$ cat config.mk
export PLATFORM = sky130hd
export DESIGN_NAME = dmem_port_arbiter
export DESIGN_NICKNAME = d
export VERILOG_FILES = /design/src/rtl/dmem_port_arbiter.sv
export SDC_FILE = /design/constraint.sdc
export NUM_CORES = 1
export LEC_CHECK = 0
export BUFFER_PORTS_ARGS = -buffer_cell sky130_fd_sc_hd__buf_2
export CAP_MARGIN = 40
export CORE_MARGIN = 5
export CORE_UTILIZATION = 30
export CTS_CLUSTER_SIZE = 12
export DETAILED_ROUTE_END_ITERATION = 8
export PLACE_DENSITY = 0.68
export SLEW_MARGIN = 10
export SYNTH_ARGS = -nofsm -noshare
export SYNTH_HDL_FRONTEND = slang
export SYNTH_SLANG_ARGS = --single-unit
$ cat constraint.sdc
create_clock -name clk -period 4.7 [get_ports clk]
set_input_delay 0.94 -clock clk [delete_from_list [all_inputs] [get_ports clk]]
set_output_delay 0.94 -clock clk [all_outputs]
set_load 0.05 [all_outputs]
$ cat src/rtl/dmem_port_arbiter.sv
// dmem_port_arbiter: shares the single DataMemory port between the MEM stage
// (priority owner) and a word-access DMA/loader master. The DMA is forced in
// after STARVE_MAX consecutive lost cycles. A DMA access spans grant, issue
// and response cycles, and its ack is a one-cycle pulse.
// Optional build macro DMEM_ARB_STATS_EN adds saturating stall/grant counters.
module dmem_port_arbiter #(
    parameter int AW         = 16,
    parameter int DW         = 16,
    parameter int STARVE_MAX = 4
) (
    input  logic          clk,
    input  logic          rst_n,
    input  logic          cpu_req,
    input  logic          cpu_rd,
    input  logic          cpu_wr,
    input  logic [1:0]    cpu_nbytes,
    input  logic [AW-1:0] cpu_addr,
    input  logic [DW-1:0] cpu_wdata,
    output logic [DW-1:0] cpu_rdata,
    output logic          cpu_stall,
    input  logic          dma_req,
    input  logic          dma_wr,
    input  logic [1:0]    dma_nbytes,
    input  logic [AW-1:0] dma_addr,
    input  logic [DW-1:0] dma_wdata,
    output logic [DW-1:0] dma_rdata,
    output logic          dma_ack,
    output logic          mem_rd_en,
    output logic          mem_wr_en,
    output logic [1:0]    mem_nbytes,
    output logic [AW-1:0] mem_addr,
    output logic [DW-1:0] mem_wdata,
    input  logic [DW-1:0] mem_rdata
`ifdef DMEM_ARB_STATS_EN
    ,
    output logic [15:0]   stat_stall_cycles,
    output logic [15:0]   stat_dma_grants
`endif
);

    localparam int SW = (STARVE_MAX < 1) ? 1 : $clog2(STARVE_MAX + 1);
    localparam logic [SW-1:0] STARVE_LIM = SW'(STARVE_MAX);

    typedef enum logic [1:0] {ST_IDLE, ST_DMA_ISSUE, ST_DMA_RESP} state_t;

    state_t        r_state;
    state_t        w_state_nxt;
    logic [SW-1:0] r_starve_cnt;
    logic          r_dma_ack;
    logic [DW-1:0] r_dma_rdata;
    logic          r_req_wr;
    logic [1:0]    r_req_nbytes;
    logic [AW-1:0] r_req_addr;
    logic [DW-1:0] r_req_wdata;
    logic          w_starved;
    logic          w_serve_cpu;
    logic          w_grant;

    // DMA is only forced in once it has lost STARVE_MAX cycles in a row
    assign w_starved = dma_req && (r_starve_cnt == STARVE_LIM);
    assign cpu_rdata = mem_rdata;
    assign dma_ack   = r_dma_ack;
    assign dma_rdata = r_dma_rdata;

    // State register and ack pulse (ack is high exactly while in DMA_RESP)
    always_ff @(posedge clk) begin
        if (!rst_n) begin
            r_state   <= ST_IDLE;
            r_dma_ack <= 1'b0;
        end else begin
            r_state   <= w_state_nxt;
            r_dma_ack <= (r_state == ST_DMA_ISSUE);
        end
    end

    // Next-state, grant decision and memory port mux
    always_comb begin
        w_state_nxt = r_state;
        w_serve_cpu = 1'b0;
        w_grant     = 1'b0;
        cpu_stall   = 1'b0;
        mem_rd_en   = 1'b0;
        mem_wr_en   = 1'b0;
        mem_nbytes  = r_req_nbytes;
        mem_addr    = r_req_addr;
        mem_wdata   = r_req_wdata;
        case (r_state)
            ST_IDLE: begin
                if (cpu_req && !w_starved) begin
                    w_serve_cpu = 1'b1;
                end else if (dma_req) begin
                    w_grant     = 1'b1;
                    cpu_stall   = cpu_req;
                    w_state_nxt = ST_DMA_ISSUE;
                end
            end
            ST_DMA_ISSUE: begin
                mem_rd_en   = !r_req_wr;
                mem_wr_en   = r_req_wr;
                cpu_stall   = cpu_req;
                w_state_nxt = ST_DMA_RESP;
            end
            ST_DMA_RESP: begin
                // port is free for the CPU only; no back-to-back DMA grant
                w_serve_cpu = cpu_req;
                w_state_nxt = ST_IDLE;
            end
            default: w_state_nxt = ST_IDLE;
        endcase
        if (w_serve_cpu) begin
            mem_rd_en  = cpu_rd;
            mem_wr_en  = cpu_wr;
            mem_nbytes = cpu_nbytes;
            mem_addr   = cpu_addr;
            mem_wdata  = cpu_wdata;
        end
    end

    // Capture DMA request fields at grant so the issue cycle is self-contained
    always_ff @(posedge clk) begin
        if (!rst_n) begin
            r_req_wr     <= 1'b0;
            r_req_nbytes <= '0;
            r_req_addr   <= '0;
            r_req_wdata  <= '0;
        end else if (w_grant) begin
            r_req_wr     <= dma_wr;
            r_req_nbytes <= dma_nbytes;
            r_req_addr   <= dma_addr;
            r_req_wdata  <= dma_wdata;
        end
    end

    // Count IDLE cycles the DMA loses to the CPU; cleared on grant
    always_ff @(posedge clk) begin
        if (!rst_n) begin
            r_starve_cnt <= '0;
        end else if (w_grant) begin
            r_starve_cnt <= '0;
        end else if (r_state == ST_IDLE && w_serve_cpu && dma_req &&
                     r_starve_cnt != STARVE_LIM) begin
            r_starve_cnt <= r_starve_cnt + 1'b1;
        end
    end

    // DMA read data is sampled at the end of the issue cycle, held otherwise
    always_ff @(posedge clk) begin
        if (!rst_n) begin
            r_dma_rdata <= '0;
        end else if (r_state == ST_DMA_ISSUE && !r_req_wr) begin
            r_dma_rdata <= mem_rdata;
        end
    end

`ifdef DMEM_ARB_STATS_EN
    logic [15:0] r_stat_stall;
    logic [15:0] r_stat_grants;

    assign stat_stall_cycles = r_stat_stall;
    assign stat_dma_grants   = r_stat_grants;

    // Saturating counters of stalled cycles and DMA grants
    always_ff @(posedge clk) begin
        if (!rst_n) begin
            r_stat_stall  <= '0;
            r_stat_grants <= '0;
        end else begin
            if (cpu_stall && r_stat_stall != 16'hFFFF)
                r_stat_stall <= r_stat_stall + 16'd1;
            if (w_grant && r_stat_grants != 16'hFFFF)
                r_stat_grants <= r_stat_grants + 16'd1;
        end
    end
`endif

endmodule

After elaboration in Yosys (flattened, before gate mapping):

Index checks and enable logic that the tools add are counted.

* bitwise logic cells: 1
* reduce and logical (&&, ||, !) cells: 11
* equality and inequality tests: 6
* multiplexer cells: 18
* add/sub/neg operators: 1

Operators with widths (count)
* 16-bit 2-to-1 mux: 2
* 1-bit 2-to-1 mux: 10
* 1-bit logical AND: 6
* 2-bit 2-to-1 mux: 3
* 2-bit != test, second input constant: 2
* 1-bit one-hot mux with 2 select lines: 2
* 2-bit one-hot mux with 2 select lines: 1
* 3-bit by 1-bit adder with 3-bit output, second input constant: 1
* 3-bit equality test, second input constant: 1
* 3-bit != test, second input constant: 1
* 2-bit by 1-bit equality test with 1-bit output, second input constant: 1
* 2-bit equality test, second input constant: 1
* 1-bit logical NOT: 2
* 2-bit logical NOT: 1
* 2-bit AND reduction: 1
* 2-bit OR reduction: 1
* 1-bit NOT: 1

* word-level logic and storage cells: 45
* flip-flop bits (word level): 57
* bits of input ports: 91

Logic depth before layout (Yosys ltp):

* depth after elaboration: 9
* gate-level depth with buffers: 7
* mapped depth without buffers: 5

Least setup slack after synthesis:

Ideal clock, no wire load.

* path kind: input to output
* from: in dma_req
* to: out mem_rd_en
* arrival: 2459 ps
* stages: 4
* path slack: 1301 ps
* path through: inv_1 -> o311ai_4 -> buf_6 -> o21ai_0

* cells in the longest elaborated chain, start to end: 6

Ends and longest elaborated chain
* start: declaration: line 21 `input logic dma_req,`
* 1-bit logical AND: line 60 `assign w_starved = dma_req && (r_starve_cnt == STARVE_LIM);`
* 1-bit logical NOT: line 89 `if (cpu_req && !w_starved) begin`
* 1-bit logical AND: line 89
* 1-bit 2-to-1 mux: line 89
* 1-bit one-hot mux with 2 select lines: line 87 `case (r_state)`
* 1-bit 2-to-1 mux: line 110 `if (w_serve_cpu) begin`
* end: declaration: line 28 `output logic mem_rd_en,`

Every way passes these cells.

Worst setup path in the final report:

* from: in dma_req
* to: out mem_wdata[15]

* cells in the longest elaborated chain, start to end: 6

Ends and longest elaborated chain
* 1-bit logical AND: line 60
* 1-bit logical NOT: line 89
* 1-bit logical AND: line 89
* 1-bit 2-to-1 mux: line 89
* 1-bit one-hot mux with 2 select lines: line 87
* 16-bit 2-to-1 mux: line 110
* end: declaration: line 32 `output logic [DW-1:0] mem_wdata,`

Every way passes these cells.

==> results.yml <==
run_status:
  status: "completed"
setup_path:
  cp_common_cell: "buf_2"
  criticalPathCategory: "input pin to primary output"
  slowest_stage: "mux2_2"
  startpoint_type: "input pin"
  max_stage_delay_ns: 0.38
  endpoint_kind: "primary output"
  cp_num_buf_inv: 4
  cpLargestDelayFamily: "buffers and inverters"
  cp_max_fo: 17
  cp.arrival_ns: 2.33
  crit_chain: "buf_2 > inv_1 > o311ai_4 > buf_4 > mux2_2 > buf_2"
  crit_required_ns: 3.76
cts:
  numCtsBuffers: 9
  cts_hold_buf: 0
  cts.sinks: 57
  path_clk_slew_ns: 0.07
  clock_latency_ns: 0.33
  clock-root-buffer: "clkbuf_8"
  h-tree-depth: 3
  cts_tree: "done"
  postCtsSetupBuffers: 0
  ctsLongestPathBuffers: 2
  ctsResizeCount: 0
die:
  die_w_um: 108.5
  die_h_um: 108.5
  io_pins: 161
  floorplan.initialDensity: 0.3033
  die-area_um2: 11770
  num_rows: 36
  design.core.area_um2: 9594
sta:
  slew_viol_final: 0
  hold_viol: 0
  slew_headroom: 0.4414
  period_share: 0.6953
  period_needed_ns: 3.268
  fin_skew_ns: 0.006952
  tns_ns: 0
  worst_pin_slew_ns: 0.8380
  rsz0062_at_grt: "false"
  setup_viol: 0
  fmax_mhz: 306.0
synthesis:
  muxShareOfSynthArea: 0.1316
  syn_area_um2: 2910
  yosysTopAreaCell: "dfxtp_1"
  syn_nets: 419
  synth_area_leaders: "dfxtp_1 (39%), mux2_2 (12%), a21boi_0 (9.8%)"
  synth_top_family_by_area: "compound AO/OA/AOI/OAI gates"
  ys_seq_area_frac: 0.3921
  synth_warnings: 0
  synthSimpleGateAreaFrac: 0.1449
  synth.distinct_cells: 30
  synth_xor_area_frac: 0
  netlist_instances: 326
  post_synth.cell_area_avg_um2: 8.927
  synthAdderAreaFrac: 0.008598
  synth_compound_area_frac: 0.2248
  synth.top_cell.area_share: 0.3921
  ys_ff_latch: 57
cells_and_area:
  postLayoutCellArea_um2: 3880
  final_cells: 596
  drive_above_1_share: 0.4708
  diodes: 0
  fin_nets: 552
  syn_to_final_growth_pct: 33.32
grt:
  grt_pass1_wl_um: 13870
  grt_pass1_vias: 2962
  antenna_found_initial: 0
  grt_max_degree: 56
  gr-usage-all-layers: 0.1471
  overflow: 0
place:
  gp_congestion: 0.7416
  dp_cells: 581
  io_buffers: 160
  place_hpwl_um: 6257
  dpl-instance-area_um2: 3685
power_and_ir_drop:
  ir_drop_mv: 0.1539
  p_leak_uw: 0.001737
  power_density_nw_per_um2: 336.1
detailed_routing:
  vias: 2810
  first_iter_violations: 85
  wl_per_cell_um: 14.56
  viasPerCell: 4.715
  ant_nets: 0
  drt_wl_total_um: 8675
  drc: 0
  drt_first_pass_iters: 4
hold_path:
  hold_class: "flip-flop to flip-flop"
flow_run:
  maxCapViolCount: 0
registers in the layout (all words and copies together) (netlist names):
register	flops
dma_rdata	16
r_req_addr	16
r_req_wdata	16
r_starve_cnt	3
r_req_nbytes	2
r_state	2
dma_ack	1
r_req_wr	1
metal layers:
layer | vias up | wire, um | global-route usage | share of wire
li1 | 1394 | - | - | -
met1 | 1328 | 3591 | 0.1679 | 0.41
met2 | 72 | 4557 | 0.2661 | 0.53
met3 | 16 | 350 | 0.03164 | 0.040
met4 | 0 | 177 | 0.05681 | 0.020
met5 | - | 0 | 0 | 0
cells in the mapped netlist (all sizes together):
cell	count
mux2	34
inv	7
nor4bb	1
nor3b	5
o21ai	40
or3	1
a21boi	52
nand3	37
or3b	2
nand3b	1
buf	28
a21bo	1
o311ai	1
nand4bb	1
o31ai	1
clkbuf	16
ha	2
and3	1
dfxtp	57
nand2	33
and2	1
a21oi	4
path summary, 6_finish.rpt:
| check | end | from | depth (start not counted) | slack (ns) |
|---|---|---|---|---|
| setup / recovery | mem_wdata[15] | dma_req | 6 | 1.43 |
| hold / removal | dma_rdata[1] | dma_rdata[1] | 2 | 0.46 |
| setup reg to reg | r_starve_cnt[0] | r_state[1] | 4 | 2.90 |
| hold reg to reg | dma_rdata[1] | dma_rdata[1] | 2 | 0.46 |
cell families after synthesis:
kind of cell | count (synthesis)
DFF | 57
adders and majority gates | 2
buffers and inverters | 51
and+or+nand+nor | 83
AOI/OAI and AO/OA | 99
muxes | 34
placed cells by master, fill, tap and decap left out, types with 2 or more instances in the layout:
master      n
nor3b_1     3
nand3_1    37
clkbuf_8   11
a21boi_0   38
a21boi_1   13
a21oi_1     4
dfxtp_1    57
buf_4       4
o21ai_0    40
buf_2     160
mux2_1      2
nand2_1    33
inv_1       7
clkinv_2    2
mux2_2     32
ha_1        2
report_power, final:
part	internal (uW)	leakage, uW	total, uW	switching [uW]
logic	104	0.00117	328	224
clock network	269	0.000102	462	192
registers	503	0.000464	515	11.1
stage by stage:
| step | hold WS [ns] | total power [uW] | util | setup WS, ns |
|---|---|---|---|---|
| floorplan | 0.4489 | 769.5 | - | 1.301 |
| global placement | 0.4517 | 847.6 | 0.3813 | 1.463 |
| detailed placement | 0.4562 | 855.8 | 0.3841 | 1.444 |
| CTS | 0.4661 | 1321 | 0.4044 | 1.437 |
| global route | 0.4908 | 1361 | 0.4044 | 1.331 |
| finish | 0.4626 | 1304 | 0.4044 | 1.432 |
layout make-up:
cell class	instances	area, um2
multi-input combinational	218	1494
clock inverter	3	40.04
inverter	7	26.28
fill	1025	5714
clock buffer	12	155.1
sequential	57	1141
timing repair buffer	166	857.1
tap	133	166.4
worst reg2reg max path: cells and delay by family, from the launching register on:
| family | cells | cell delay, ns |
|---|---|---|
| flip-flops | 1 | 0.45 |
| AO/OA/AOI/OAI | 2 | 0.37 |
| AND/OR/NAND/NOR | 1 | 0.61 |
| buffers and inverters | 1 | 0.25 |
Power figures use the tool's default switching activity.
